**config.mk**
```make
export PLATFORM = sky130hd
export DESIGN_NAME = cache_flush_sequencer
export DESIGN_NICKNAME = d
export VERILOG_FILES = /design/src/rtl/cache_flush_sequencer.sv
export SDC_FILE = /design/constraint.sdc
export NUM_CORES = 1
export LEC_CHECK = 0
export ABC_AREA = 1
export CORE_ASPECT_RATIO = 0.7
export CORE_MARGIN = 1
export CORE_UTILIZATION = 45
export CTS_CLUSTER_DIAMETER = 80
export DETAILED_ROUTE_END_ITERATION = 12
export GPL_ROUTABILITY_DRIVEN = 0
export PLACE_DENSITY = 0.8
export SLEW_MARGIN = 20
export SYNTH_ARGS = -nofsm -noshare
export SYNTH_HDL_FRONTEND = slang
export SYNTH_SLANG_ARGS = --single-unit
```
**constraint.sdc**
```tcl
create_clock -name clk -period 1.75 [get_ports clk]
set_input_delay 0.2625 -clock clk [delete_from_list [all_inputs] [get_ports clk]]
set_output_delay 0.2625 -clock clk [all_outputs]
set_load 0.02 [all_outputs]
```
**src/rtl/cache_flush_sequencer.sv**
```systemverilog
// cache_flush_sequencer
//   Per-bank whole-cache maintenance controller. After reset it walks every
//   line issuing init ops. On a flush request it locks the core side, waits
//   for the bank to drain, walks every line (and every way in writeback mode)
//   issuing flush ops, waits for the bank to drain again, then raises the
//   flush response.
//
// Ports
//   clk, reset          clock, synchronous active-high reset
//   flush_req_*         flush request handshake (accepted only in IDLE)
//   flush_rsp_*         flush completion handshake
//   bank_idle           bank pipeline/MSHR/write queue empty
//   core_lock           bank must not accept core requests
//   op_*                maintenance op valid/ready port into the bank
//   busy                sequencer not in IDLE
//
// State | meaning
// ------+---------------------------------------------------------------
// INIT       | walking all lines with init ops after reset
// IDLE       | waiting for a flush request, core traffic allowed
// DRAIN_PRE  | core locked, waiting for the bank to go idle
// FLUSH      | walking lines (and ways in writeback mode) with flush ops
// DRAIN_POST | minimum wait plus waiting for the bank to go idle again
// RESP       | flush response held until consumed
module cache_flush_sequencer #(
  parameter int CACHE_SIZE = 1024,
  parameter int LINE_SIZE  = 16,
  parameter int NUM_BANKS  = 1,
  parameter int NUM_WAYS   = 1,
  parameter int WRITEBACK  = 0,
  localparam int LINES         = CACHE_SIZE / (LINE_SIZE * NUM_WAYS * NUM_BANKS),
  localparam int LINE_SEL_BITS = (LINES > 1) ? $clog2(LINES) : 1,
  localparam int WAY_SEL_WIDTH = (NUM_WAYS > 1) ? $clog2(NUM_WAYS) : 1
) (
  input  logic                     clk,
  input  logic                     reset,
  input  logic                     flush_req_valid,
  output logic                     flush_req_ready,
  output logic                     flush_rsp_valid,
  input  logic                     flush_rsp_ready,
  input  logic                     bank_idle,
  output logic                     core_lock,
  output logic                     op_valid,
  input  logic                     op_ready,
  output logic                     op_init,
  output logic                     op_flush,
  output logic [LINE_SEL_BITS-1:0] op_line_idx,
  output logic [WAY_SEL_WIDTH-1:0] op_way,
  output logic                     busy
);

  localparam logic [LINE_SEL_BITS-1:0] LINE_LAST = LINE_SEL_BITS'(LINES - 1);
  localparam logic [WAY_SEL_WIDTH-1:0] WAY_LAST  = WAY_SEL_WIDTH'(NUM_WAYS - 1);
  localparam bit                       WALK_WAYS = (WRITEBACK != 0) && (NUM_WAYS > 1);
  // Down-counter loaded on entry to DRAIN_POST; the first DRAIN_POST cycle
  // plus one counted cycle gives the two-cycle minimum before bank_idle is
  // trusted (bank_idle is registered inside the bank).
  localparam logic [1:0]               DRAIN_MIN = 2'd1;

  typedef enum logic [2:0] {
    S_INIT,
    S_IDLE,
    S_DRAIN_PRE,
    S_FLUSH,
    S_DRAIN_POST,
    S_RESP
  } state_t;

  state_t                   state, state_nxt;
  logic [LINE_SEL_BITS-1:0] line, line_nxt;
  logic [WAY_SEL_WIDTH-1:0] way, way_nxt;
  logic [1:0]               timer, timer_nxt;
  logic                     op_fire;

  // op_valid is the registered output, so the cycle right after reset
  // (op_valid still 0) can never count as a handshake.
  assign op_fire = op_valid && op_ready;

  always_comb begin
    state_nxt = state;
    line_nxt  = line;
    way_nxt   = way;
    timer_nxt = timer;
    case (state)
      S_INIT: begin
        if (op_fire) begin
          if (line == LINE_LAST) begin
            line_nxt  = '0;
            state_nxt = S_IDLE;
          end else begin
            line_nxt = line + 1'b1;
          end
        end
      end
      S_IDLE: begin
        if (flush_req_valid) state_nxt = S_DRAIN_PRE;
      end
      S_DRAIN_PRE: begin
        if (bank_idle) state_nxt = S_FLUSH;
      end
      S_FLUSH: begin
        if (op_fire) begin
          if (WALK_WAYS && (way != WAY_LAST)) begin
            way_nxt = way + 1'b1;
          end else begin
            way_nxt = '0;
            if (line == LINE_LAST) begin
              line_nxt  = '0;
              timer_nxt = DRAIN_MIN;
              state_nxt = S_DRAIN_POST;
            end else begin
              line_nxt = line + 1'b1;
            end
          end
        end
      end
      S_DRAIN_POST: begin
        if (timer != 2'd0) begin
          timer_nxt = timer - 2'd1;
        end else if (bank_idle) begin
          state_nxt = S_RESP;
        end
      end
      S_RESP: begin
        if (flush_rsp_ready) state_nxt = S_IDLE;
      end
      default: begin
        state_nxt = S_INIT;
        line_nxt  = '0;
        way_nxt   = '0;
        timer_nxt = '0;
      end
    endcase
  end

  // Outputs are registered from the next state so they line up with the
  // state register without any input-to-output combinational path.
  always_ff @(posedge clk) begin
    if (reset) begin
      state           <= S_INIT;
      line            <= '0;
      way             <= '0;
      timer           <= '0;
      op_valid        <= 1'b0;
      op_init         <= 1'b0;
      op_flush        <= 1'b0;
      op_line_idx     <= '0;
      op_way          <= '0;
      flush_req_ready <= 1'b0;
      flush_rsp_valid <= 1'b0;
      core_lock       <= 1'b1;
      busy            <= 1'b1;
    end else begin
      state           <= state_nxt;
      line            <= line_nxt;
      way             <= way_nxt;
      timer           <= timer_nxt;
      op_valid        <= (state_nxt == S_INIT) || (state_nxt == S_FLUSH);
      op_init         <= (state_nxt == S_INIT);
      op_flush        <= (state_nxt == S_FLUSH);
      op_line_idx     <= line_nxt;
      op_way          <= way_nxt;
      flush_req_ready <= (state_nxt == S_IDLE);
      flush_rsp_valid <= (state_nxt == S_RESP);
      core_lock       <= (state_nxt != S_IDLE);
      busy            <= (state_nxt != S_IDLE);
    end
  end

endmodule

```
# Word-level counts from Yosys, hierarchy flattened
# Cells that the tools add are included.
[totals]
output_inout_bits = 14
input_bits = 6
word_cells = 60
reg_bits = 18
[classes]
addsub = 2
n_eq_ne = 14
n_reduce_logical = 12
bitwise = 3
n_mux = 19
[ops]
columns = ["cell", "count"]
rows = [
  ["$mux W3", 9],
  ["$pmux W3 S6", 1],
  ["$mux W6", 2],
  ["$pmux W6 S2", 1],
  ["$eq A3 B2 Y1 const B", 3],
  ["$eq A3 B3 Y1 const B", 3],
  ["$reduce_or A4 Y1", 2],
  ["$add A6 B1 Y6 const B", 1],
  ["$eq A3 B1 Y1 const B", 2],
  ["$eq A6 B6 Y1 const B", 1],
  ["$logic_not A3 Y1", 2],
  ["$mux W2", 3],
  ["$ne A2 B2 Y1 const B", 3],
  ["$pmux W2 S3", 1],
  ["$reduce_or A5 Y1", 1],
  ["$reduce_and A2 Y1", 2],
  ["$reduce_and A4 Y1", 1],
  ["$ne A3 B1 Y1 const B", 1],
  ["$not A1 Y1", 3],
  ["$ne A2 B1 Y1 const B", 1],
  ["$pmux W1 S2", 1],
  ["$reduce_bool A2 Y1", 1],
  ["$reduce_or A2 Y1", 1],
  ["$sub A2 B1 Y2 const B", 1],
  ["other kinds (3)", 3],
]

# Logic depth before layout (Yosys ltp)
# Gate-level depths: netlist of run 1.
[logic_depth]
ltp_word = 6
ltp_mapped = 9
depth_no_buf = 9

# Worst setup path after synthesis of run 1
# Ideal clock, no wire load.
[synth_timing]
kind = "flip-flop to flip-flop"
from = "register line[0]"
to = "register op_valid"
setup_time_ps = 58
t_arrival_ps = 1388
required_ps = 1692
slack_ps = 304
path_stages_with_launch = 10
synth_period_minus_slack_ps = 1446
path_buffers = 0
path_cell_list = "dfxtp_1 -> ha_1 -> nand2_1 -> nor2_1 -> nand3_1 -> nand2_2 -> nand2_1 -> nor2_4 -> nand2_1 -> nand2_1"
[synth_via]
elab_chain_len = 6
word_cells_on_any_way = 9
classes_between = "2 x eq/ne; 5 x mux; 2 x reduce/logical"
[synth_lines]
columns = ["item", "line_no", "source"]
rows = [
  ["from (decl)", "70", "logic [LINE_SEL_BITS-1:0] line, line_nxt;"],
  ["from (signal assigned)", "155", "line <= line_nxt;"],
  ["$eq A6 B6 Y1 (*)", "87, 107", ""],
  ["$mux W3, on equally long branches", "107, 87", ""],
  ["$mux W3, on equally long branches", "102, 86", ""],
  ["$pmux W3 S6 (*)", "84", "case (state)"],
  ["$eq A3 B2 Y1 / $logic_not A3 Y1 (equally long branches)", "158", "op_valid <= (state_nxt == S_INIT) || (state_nxt == S_FLUSH);"],
  ["$logic_or A1 B1 Y1 (*)", "158", ""],
  ["to (signal assigned)", "158", ""],
  ["to (decl)", "43", "output logic op_valid,"],
]
# Mark *: on every way between the ends. The rest lies on a longest branch, timed or not.
# A chain may end at the register's enable or synchronous reset.

==> impl_metrics.py, run 1 <==
metrics = {
    "worst_setup_path": {
        "cp_data_required_time_ns": 1.49,
        "cpMaxStageDelayCell": "clkdlybuf4s50_1",
        "timing.reg2reg.worst_path_depth": 9,
        "rr_startpoint": "line[0]",
        "worst_r2r_endpoint": "op_valid",
        "worst-path-max-fanout": 6,
        "crit_chain": "clkdlybuf4s50_1",
        "critical_path.top_delay_family": "buffers and inverters",
        "cp_data_arrival_time_ns": 1.42,
        "critical_path_class": "flip-flop to output port",
        "ff2ff_setup_slack_ns": 0.22,
        "critical_path.endpoint_type": "output port",
        "timing.critical_path.from_type": "flip-flop",
        "critical_path_buf_inv_count": 1,
        "critical-path-max-stage-delay_ns": 0.66,
    },
    "power": {
        "power_frac_seq": 0.594,
        "swShare": 0.237,
        "clockPowerShare": 0.318,
        "p_comb_frac": 0.088,
        "peakVddDrop_mv": 0.567,
        "intPower_uw": 508,
        "power_switching_uw": 158,
        "p_leak_uw": 0.000516,
        "cellPowerDensity_nw_per_um2": 591,
    },
    "cells_and_area": {
        "final_cell_mix": "33 x nand2_1, 18 x clkdlybuf4s50_1, 17 x nor2_1, 17 x dfxtp_1, 13 x inv_1",
        "final-instance-count-excl-fill": 173,
        "fillers": 173,
        "multi_input_comb_area_um2": 477,
        "layout.cells.most_common": "nand2_1",
        "register_area_um2": 340,
        "layout-drive-gt1-share": 0.146,
        "syn2layout_area_growth_pct": 25.2,
        "antenna_cells_inserted": 0,
        "post-route-util": 0.602,
        "final_area_um2": 1130,
        "num-nets-final": 160,
    },
    "grt": {
        "grt_pass1_vias": 746,
        "grt_first_pass_wirelength_um": 3220,
        "antenna_violations_before_repair": 0,
        "global_route.overflow_total": 0,
        "grt_max_degree": 10,
        "globalRouteTotalUtil": 0.201,
    },
    "sta": {
        "totalNegativeSetupSlack_ns": 0,
        "finalCritPeriodShare": 0.961,
        "fmax_mhz": 595,
        "post_layout_min_period_ns": 1.68,
        "finalMaxSlewViolations": 0,
        "hold_viol_final": 0,
        "rsz0062_at_grt": "no",
        "fin_skew_ns": 0.00359,
        "setup-violations-final": 0,
    },
    "cts": {
        "cts-hold-fix-buffers": 0,
        "cts-buffers-inserted": 3,
        "cts.reportedPaths.clkPinSlew_ns": 0.09,
        "clock_sinks": 17,
        "max-clock-path-buffers": 2,
        "clk_root_buffer_cell": "clkbuf_4",
        "cts_resized": 0,
        "clkLatencyLatePin_ns": 0.29,
        "cts.repair_timing.setup_buffer_count": 0,
        "htree_levels": 1,
        "tritoncts_clock_tree": "done",
    },
    "worst_hold_path": {
        "hold_depth": 2,
        "holdCritPathClass": "flip-flop to flip-flop",
        "timing.hold.worst_endpoint": "timer[1]",
        "worstHoldStart": "timer[1]",
    },
    "place": {
        "numPortBuffers": 18,
        "place.detailed.hpwl_um": 1530,
        "numPlacedInstances": 169,
        "postPlaceCellArea_um2": 1100,
    },
    "floorplanning": {
        "fp.dieArea_um2": 2180,
        "floorplan.die.width_um": 55.4,
        "num_io_pins": 20,
        "placeableCoreArea_um2": 1870,
        "rows": 13,
        "initial_utilization": 0.481,
        "die_h_um": 39.4,
    },
    "yosys": {
        "synth-seq-area-share": 0.378,
        "synth.avg_cell_area_um2": 6.92,
        "synthesis.instances": 130,
        "post-synth-top-area-fraction": 0.378,
        "syn_nets": 138,
        "post_synth_num_cell_types": 22,
        "post-synth-top-area-cell": "dfxtp_1",
        "synthesis.area_um2": 900,
        "post_synth_main_area_contributors": "dfxtp_1 38%, nand2_1 14%, nor2_1 7.1%",
        "synth_warn": 0,
        "ys_seq_elements": 17,
    },
    "drt": {
        "first_pass_iteration_count_of_the_detailed_router": 4,
        "drt_iter0_markers": 32,
        "vias_per_cell": 4.94,
        "route.final.wire_length_um": 1980,
        "post-route-drc-count": 0,
        "route.antenna.remaining_nets": 0,
        "detail_route.wl_per_cell_um": 11.4,
        "detailroute.via_count": 854,
    },
    "job": {
        "cap_viol_max_count": 0,
    },
    "outcome": {
        "run_status": "finished clean",
    },
}
registers in the layout, indices dropped and copies added (netlist names):
name and flops:
flush_req_ready 1, op_init 1, op_valid 1, op_flush 1
line 6, state 3, busy 1, flush_rsp_valid 1
timer 2
kinds of logic (layout without fill, tap and decap cells):
| family | Yosys count | after routing | share of synthesized area |
|---|---|---|---|
| other | 1 | 1 | 0.00417 |
| adder cells (fa/ha/maj) | 2 | 2 | 0.0278 |
| flip-flops | 17 | 17 | 0.378 |
| XOR/XNOR | 1 | 1 | 0.00974 |
| AO/OA/AOI/OAI | 12 | 12 | 0.0723 |
| AND/OR/NAND/NOR | 77 | 77 | 0.416 |
| buffers and inverters | 20 | 41 | 0.0918 |
area by class of cell:
cell class	count	area share
multi-input combinational	93	0.423
sequential	17	0.302
timing repair buffer	19	0.167
inverter	18	0.0600
tap	22	0.0244
clock buffer	4	0.0233
layer usage:
| layer | routed length [µm] | GRT usage | up-vias |
|---|---|---|---|
| met2 | 868 | 0.313 | 25 |
| li1 | - | - | 449 |
| met3 | 145 | 0.0726 | 2 |
| met1 | 947 | 0.259 | 378 |
| met5 | 0 | 0 | - |
| met4 | 15 | 0.0688 | 0 |
cells in the mapped netlist:
cell type / n
o21ai_1: 1
nor3_1: 1
nand2_1: 33
nand2_2: 4
buf_4: 2
nand3_2: 3
xnor2_1: 1
a21oi_1: 6
o21bai_1: 1
nand3_1: 11
nand4_1: 2
o21ai_0: 3
nor2_1: 17
conb_1: 1
o21a_1: 1
inv_2: 5
dfxtp_1: 17
nor2_4: 2
nand3_4: 1
nor2_2: 3
ha_1: 2
inv_1: 13
metrics by stage:
step | hold slack (ns) | worst slack [ns] | power (µW)
6_report | 0.481 | 0.0689 | 666
3_5_place_dp | 0.467 | 0.220 | 463
2_1_floorplan | 0.332 | 0.304 | 436
3_3_place_gp | 0.452 | 0.281 | 463
4_1_cts | 0.481 | 0.0661 | 673
5_1_grt | 0.511 | 0.0234 | 693
worst register-to-register path, cell delays in order (launching register included):
cell	delay, ns
dfxtp_1	0.41
ha_1	0.22
nand2_1	0.08
nor2_1	0.12
nand3_1	0.11
nand2_2	0.13
nand2_1	0.12
nor2_4	0.15
nand2_1	0.09
nand2_1	0.06
worst max path at each step:
| stage | from | to | slack (ns) | depth (start not counted) |
|---|---|---|---|---|
| floorplan | line[0] | op_valid | 0.30 | 9 |
| global placement | op_ready | line[3] | 0.28 | 8 |
| detailed placement | op_ready | op_valid | 0.22 | 9 |
| CTS | line[4] | op_line_idx[4] | 0.07 | 1 |
| global route | line[4] | op_line_idx[4] | 0.02 | 1 |
| finish | line[4] | op_line_idx[4] | 0.07 | 1 |
power by group through the flow:
stage               clock, µW  sequential (µW)  combinational, µW
finish                    212              395               58.6
global route              233              397               63.7
CTS                       219              395               58.6
detailed placement          0              404               58.3
global placement            0              404               58.7
floorplan                   0              410               25.3
No activity file was read; power rests on OpenSTA's default activity.
==> inputs of run 2 (changes only) <==
Settings changed: ABC_AREA 1 to not set, GPL_ROUTABILITY_DRIVEN 0 to not set, PLACE_DENSITY 0.8 to 0.81.
==> run 2 against run 1 <==
Against the previous run: global-route usage is 1.8 points higher; highest routed layer unchanged; critical endpoint is now op_valid; hold slack better by 0.034 ns; sequential cell count stayed put; clock skew hardly changed; clock power hardly changed; wire length is 10% higher; utilization is 7.0 points higher.
==> impl_metrics.py, run 2 <==
metrics = {
    "outcome": {
        "run_status": "finished clean",
    },
    "worst_setup_path": {
        "critical_path.endpoint_type": "flip-flop",
        "worst-path-max-fanout": 7,
        "worst_r2r_endpoint": "op_valid",
        "cp_data_arrival_time_ns": 1.92,
        "ff2ff_setup_slack_ns": 0.07,
        "cpMaxStageDelayCell": "or4_4",
        "timing.critical_path.from_type": "flip-flop",
        "rr_startpoint": "state[0]",
        "crit_path_start": "state[0]",
        "worst_setup_path_endpoint": "op_valid",
        "critical-path-max-stage-delay_ns": 0.55,
        "crit_chain": "nand2_2 > nor2_1 > or4_4 > a2111oi_4 > o21bai_1",
        "cp_data_required_time_ns": 1.98,
        "critical_path_class": "flip-flop to flip-flop",
        "timing.reg2reg.worst_path_depth": 5,
    },
    "cts": {
        "clk_root_buffer_cell": "clkbuf_4",
        "max-clock-path-buffers": 2,
        "clock_sinks": 17,
        "cts-hold-fix-buffers": 0,
        "cts_resized": 0,
        "htree_levels": 1,
        "cts.repair_timing.setup_buffer_count": 0,
        "tritoncts_clock_tree": "done",
        "clkLatencyLatePin_ns": 0.29,
        "cts.reportedPaths.clkPinSlew_ns": 0.10,
        "cts-buffers-inserted": 3,
    },
    "cells_and_area": {
        "largest_register_ffs": 6,
        "num-nets-final": 144,
        "fillers": 150,
        "largest-register": "line",
        "layout-drive-gt1-share": 0.296,
        "final_cell_mix": "18 x clkdlybuf4s50_1, 18 x buf_4, 14 x nor2_1, 12 x dfxtp_1",
        "final_area_um2": 1260,
        "antenna_cells_inserted": 0,
        "syn2layout_area_growth_pct": 40.6,
        "largestRegisters": "line x6, state x3, timer x2",
    },
    "sta": {
        "hold_viol_final": 0,
        "setup-violations-final": 0,
        "finalCritPeriodShare": 0.962,
        "post_layout_min_period_ns": 1.68,
        "totalNegativeSetupSlack_ns": 0,
        "fmax_mhz": 594,
        "finalMaxSlewViolations": 0,
        "setup_ws_post_layout_ns": 0.0665,
        "fin_skew_ns": 0.00389,
    },
    "grt": {
        "grt_pass1_vias": 781,
        "antenna_violations_before_repair": 0,
        "global_route.overflow_total": 0,
        "globalRouteTotalUtil": 0.219,
        "grt_max_degree": 10,
        "grt_first_pass_wirelength_um": 3480,
    },
    "place": {
        "dp_worst_setup_slack_ns": -0.145,
        "numPortBuffers": 18,
        "place_congestion": 0.836,
        "postPlaceCellArea_um2": 1200,
        "place.detailed.hpwl_um": 1690,
    },
    "worst_hold_path": {
        "holdCritPathClass": "flip-flop to flip-flop",
    },
    "yosys": {
        "synthesis.area_um2": 895,
        "post_synth_most_frequent_cells": "17 x dfxtp_1, 14 x nor2_1, 7 x a21oi_1, 7 x inv_1, 6 x nand2_1",
        "main_combinational_cell_family_by_area_after_synthesis": "simple AND/OR/NAND/NOR gates",
        "synth-xor-area-share": 0.0294,
        "synth_edf_count": 0,
        "synth_simple_gate_area_frac": 0.238,
        "post_synth_main_area_contributors": "dfxtp_1 38%, nor2_1 5.9%, a21oi_1 3.9%",
        "synthArstFlopShare": 0,
        "synth_top_flop_cell": "dfxtp_1",
        "post_synth_num_cell_types": 41,
        "synthesis.instances": 101,
        "post_synth_fa_ha_maj_area_fraction": 0.0280,
        "synth.avg_cell_area_um2": 8.86,
        "syn_nets": 109,
        "yosys-mux-area-fraction": 0.0112,
        "ys_seq_elements": 17,
        "post-synth-top-area-fraction": 0.380,
        "synth.most_common_cell": "dfxtp_1",
        "synth-seq-area-share": 0.380,
        "synth_warn": 0,
        "compound_cell_area_share_of_the_yosys_netlist": 0.225,
        "post-synth-top-area-cell": "dfxtp_1",
    },
    "drt": {
        "post-route-drc-count": 0,
        "route.final.wire_length_um": 2180,
        "route.antenna.remaining_nets": 0,
        "drt_iter0_markers": 14,
        "vias_per_cell": 5.31,
        "detailroute.via_count": 834,
        "first_pass_iteration_count_of_the_detailed_router": 4,
        "detail_route.wl_per_cell_um": 13.9,
    },
    "power": {
        "power_switching_uw": 166,
        "intPower_uw": 518,
        "power_frac_seq": 0.573,
        "p_leak_uw": 0.000512,
        "fin_total_pwr_uw": 683,
        "p_comb_frac": 0.112,
        "clockPowerShare": 0.315,
        "swShare": 0.242,
        "peakVddDrop_mv": 0.590,
        "cellPowerDensity_nw_per_um2": 543,
    },
    "floorplanning": {
        "die_h_um": 39.3,
        "rows": 13,
        "placeableCoreArea_um2": 1870,
        "fp.dieArea_um2": 2170,
        "initial_utilization": 0.478,
        "num_io_pins": 20,
        "floorplan.die.width_um": 55.3,
    },
    "job": {
        "cap_viol_max_count": 0,
    },
}
[run 2: cell types whose count changed after synthesis, sizes merged, moves of 3 or more]
| cell | previous run | this run |
|---|---|---|
| and3 | 0 | 3 |
| buf | 2 | 5 |
| inv | 18 | 7 |
| nand2 | 37 | 7 |
| nand3 | 15 | 2 |
| nor2 | 22 | 14 |
| nor3 | 1 | 4 |
| or2 | 0 | 3 |
[run 2: layout make-up]
| type | count | area [µm²] | area share |
|---|---|---|---|
| multi-input cells | 71 | 510 | 0.406 |
| inverters | 7 | 26.3 | 0.0209 |
| well taps | 22 | 27.5 | 0.0219 |
| repair buffers | 36 | 315 | 0.251 |
| flip-flops and latches | 17 | 352 | 0.280 |
| clock buffers | 4 | 26.3 | 0.0209 |
[run 2: critical path: cells and delay by family (launching register included)]
kind	cells	cell delay, ns
flops	1	0.38
compound gates	2	0.46
simple gates	3	0.79
[run 2: cells by family (layout without fill, tap and decap cells)]
logic type	count (synthesis)	after routing
AND/OR/NAND/NOR	40	40
AO/OA/AOI/OAI	24	24
flip-flops	17	17
buffers and inverters	13	47
XOR/XNOR	3	3
adder cells (fa/ha/maj)	2	2
other	1	1
multiplexers	1	1
[run 2: worst min path at each step]
stage | startpoint | endpoint | cells after the start | slack (ns)
2_1_floorplan | timer[1] | timer[1] | 2 | 0.46
3_3_place_gp | line[5] | line[5] | 2 | 0.48
3_5_place_dp | line[5] | line[5] | 2 | 0.48
4_1_cts | line[5] | line[5] | 2 | 0.50
5_1_grt | timer[1] | timer[1] | 2 | 0.56
6_report | line[5] | line[5] | 2 | 0.51
[run 2: stage by stage]
step | utilization | hold slack, ns | cells
6_report | 0.672 | 0.514 | 157
5_1_grt | 0.672 | 0.559 | 157
4_1_cts | 0.654 | 0.499 | 157
2_1_floorplan | - | 0.460 | 101
3_5_place_dp | 0.640 | 0.482 | 153
3_3_place_gp | 0.640 | 0.475 | 153
[run 2: power groups by stage]
stage	Clock, µW	Sequential, µW	Combinational (µW)
after floorplan	0	411	27.2
after global placement	0	403	71.8
after detailed placement	0	404	73.7
after CTS	219	395	74.5
after global routing	243	392	81.4
final	215	392	76.4
[run 2: per-layer routing]
metal / wire [µm] / vias up / global-route usage / share of wire
met2: 977 / 18 / 0.361 / 0.45
met1: 1070 / 393 / 0.270 / 0.49
met5: 0 / - / 0 / 0
met3: 82 / 6 / 0.0693 / 0.038
met4: 50 / 0 / 0.0938 / 0.023
li1: - / 417 / - / -
==> inputs of run 3 (changes only) <==
Settings changed: CELL_PAD_IN_SITES_DETAIL_PLACEMENT set to 1, CELL_PAD_IN_SITES_GLOBAL_PLACEMENT set to 1, CORE_UTILIZATION 45 to 36, PLACE_DENSITY 0.81 to 0.85.
==> run 3 against run 2 <==
Against the previous run: cell count is 8.9% higher; wire length is 22% higher; critical path type unchanged; first-iteration DRC count is 21% lower; hold slack worse by 0.010 ns; register-to-register slack hardly changed; maximum frequency is 0.84% lower.
==> impl_metrics.py, run 3 (synthesis results as in run 2) <==
metrics = {
    "drt": {
        "route.final.wire_length_um": 2660,
        "detailroute.via_count": 851,
        "first_pass_iteration_count_of_the_detailed_router": 4,
        "vias_per_cell": 4.98,
        "drt_iter0_markers": 11,
        "route.antenna.remaining_nets": 0,
        "post-route-drc-count": 0,
        "detail_route.wl_per_cell_um": 15.5,
    },
    "cts": {
        "cts-hold-fix-buffers": 0,
        "clk_root_buffer_cell": "clkbuf_4",
        "max-clock-path-buffers": 2,
        "cts.reportedPaths.clkPinSlew_ns": 0.10,
        "clkLatencyLatePin_ns": 0.29,
        "tritoncts_clock_tree": "done",
        "htree_levels": 1,
        "cts-buffers-inserted": 3,
        "clock_sinks": 17,
    },
    "worst_setup_path": {
        "cp_data_arrival_time_ns": 1.92,
        "critical_path_class": "flip-flop to flip-flop",
        "cpMaxStageDelayCell": "or4_4",
        "critical-path-max-stage-delay_ns": 0.50,
        "critical_path.endpoint_type": "flip-flop",
        "cp_data_required_time_ns": 1.97,
        "crit_chain": "nand2b_2 > a21oi_2 > or4_4 > a2111oi_4 > o21bai_1",
        "worst-path-max-fanout": 8,
        "timing.critical_path.from_type": "flip-flop",
    },
    "cells_and_area": {
        "syn2layout_area_growth_pct": 47.3,
        "fillers": 290,
        "multi_input_comb_area_um2": 526,
        "final_cell_mix": "22 x buf_4, 18 x clkdlybuf4s50_1, 14 x nor2_1, 11 x dfxtp_1, 7 x inv_1",
        "largestRegisters": "line x6, state x3, timer x2",
        "num-nets-final": 148,
        "register_area_um2": 353,
        "largest_register_ffs": 6,
        "antenna_cells_inserted": 0,
        "layout.cells.most_common": "buf_4",
        "final-instance-count-excl-fill": 171,
        "largest-register": "line",
        "layout-drive-gt1-share": 0.353,
        "final_area_um2": 1320,
    },
    "floorplanning": {
        "num_io_pins": 20,
        "die_h_um": 43.7,
        "floorplan.die.width_um": 61.6,
        "fp.dieArea_um2": 2690,
        "rows": 14,
        "initial_utilization": 0.399,
        "placeableCoreArea_um2": 2240,
    },
    "sta": {
        "hold_viol_final": 0,
        "setup-violations-final": 0,
        "finalMaxSlewViolations": 0,
        "rsz0062_at_grt": "yes",
        "setup_ws_post_layout_ns": 0.0523,
        "post_layout_min_period_ns": 1.70,
        "totalNegativeSetupSlack_ns": 0,
        "fin_hold_ws_ns": 0.504,
        "fin_skew_ns": 0.00302,
        "finalCritPeriodShare": 0.970,
        "fmax_mhz": 589,
    },
    "grt": {
        "global_route.overflow_total": 0,
        "grt_pass1_vias": 918,
        "grt_first_pass_wirelength_um": 4460,
        "grt_max_degree": 11,
        "antenna_violations_before_repair": 0,
        "globalRouteTotalUtil": 0.236,
    },
    "job": {
        "cap_viol_max_count": 0,
    },
    "place": {
        "place_congestion": 0.853,
        "dp_worst_setup_slack_ns": -0.201,
        "place.detailed.hpwl_um": 2140,
        "postPlaceCellArea_um2": 1230,
        "numPlacedInstances": 166,
        "numPortBuffers": 18,
    },
    "power": {
        "cellPowerDensity_nw_per_um2": 517,
        "peakVddDrop_mv": 0.298,
        "p_leak_uw": 0.000552,
    },
    "worst_hold_path": {
        "holdCritPathClass": "flip-flop to flip-flop",
    },
    "outcome": {
        "run_status": "finished clean",
    },
}
run 3: path summary, 6_finish.rpt:
kind | startpoint | to | slack [ns] | cells after the start
worst min register to register | timer[1] | timer[1] | 0.50 | 2
worst max-delay path | state[0] | op_valid | 0.05 | 5
worst max register to register | state[0] | op_valid | 0.05 | 5
worst min-delay path | timer[1] | timer[1] | 0.50 | 2
run 3: critical path: cells and delay by family (launching register included):
| family | cells | cell delay (ns) |
|---|---|---|
| simple gates | 2 | 0.66 |
| compound gates | 3 | 0.54 |
| flops | 1 | 0.42 |
run 3: what timing repair did:
action	CTS	global route
setup buffers	0	1
setup endpoints to repair	1	1
resized for setup	6	8
run 3: through the flow:
step	utilization	power, µW
2_1_floorplan	-	438
3_3_place_gp	0.550	478
3_5_place_dp	0.550	482
4_1_cts	0.572	691
5_1_grt	0.588	712
6_report	0.588	682
run 3: power by group:
| group | switching, µW | total, µW | internal (µW) |
|---|---|---|---|
| sequential | 2.85 | 392 | 389 |
| clock | 124 | 209 | 85.0 |
| combinational | 37.7 | 80.3 | 42.7 |
| total | 165 | 682 | 517 |
run 3: area by class of cell:
type,count,area share
multi-input combinational,71,0.399
clock inverter,1,0.00380
sequential,17,0.268
clock buffer,3,0.0171
timing repair buffer,40,0.262
inverter,7,0.0199
tap,32,0.0304
run 3: layer usage:
metal | routed length (µm) | vias up | global-route usage
met3 | 63 | 2 | 0.0537
met1 | 1250 | 406 | 0.319
met4 | 13 | 0 | 0.0444
met2 | 1330 | 16 | 0.389
li1 | - | 427 | -
met5 | 0 | - | 0
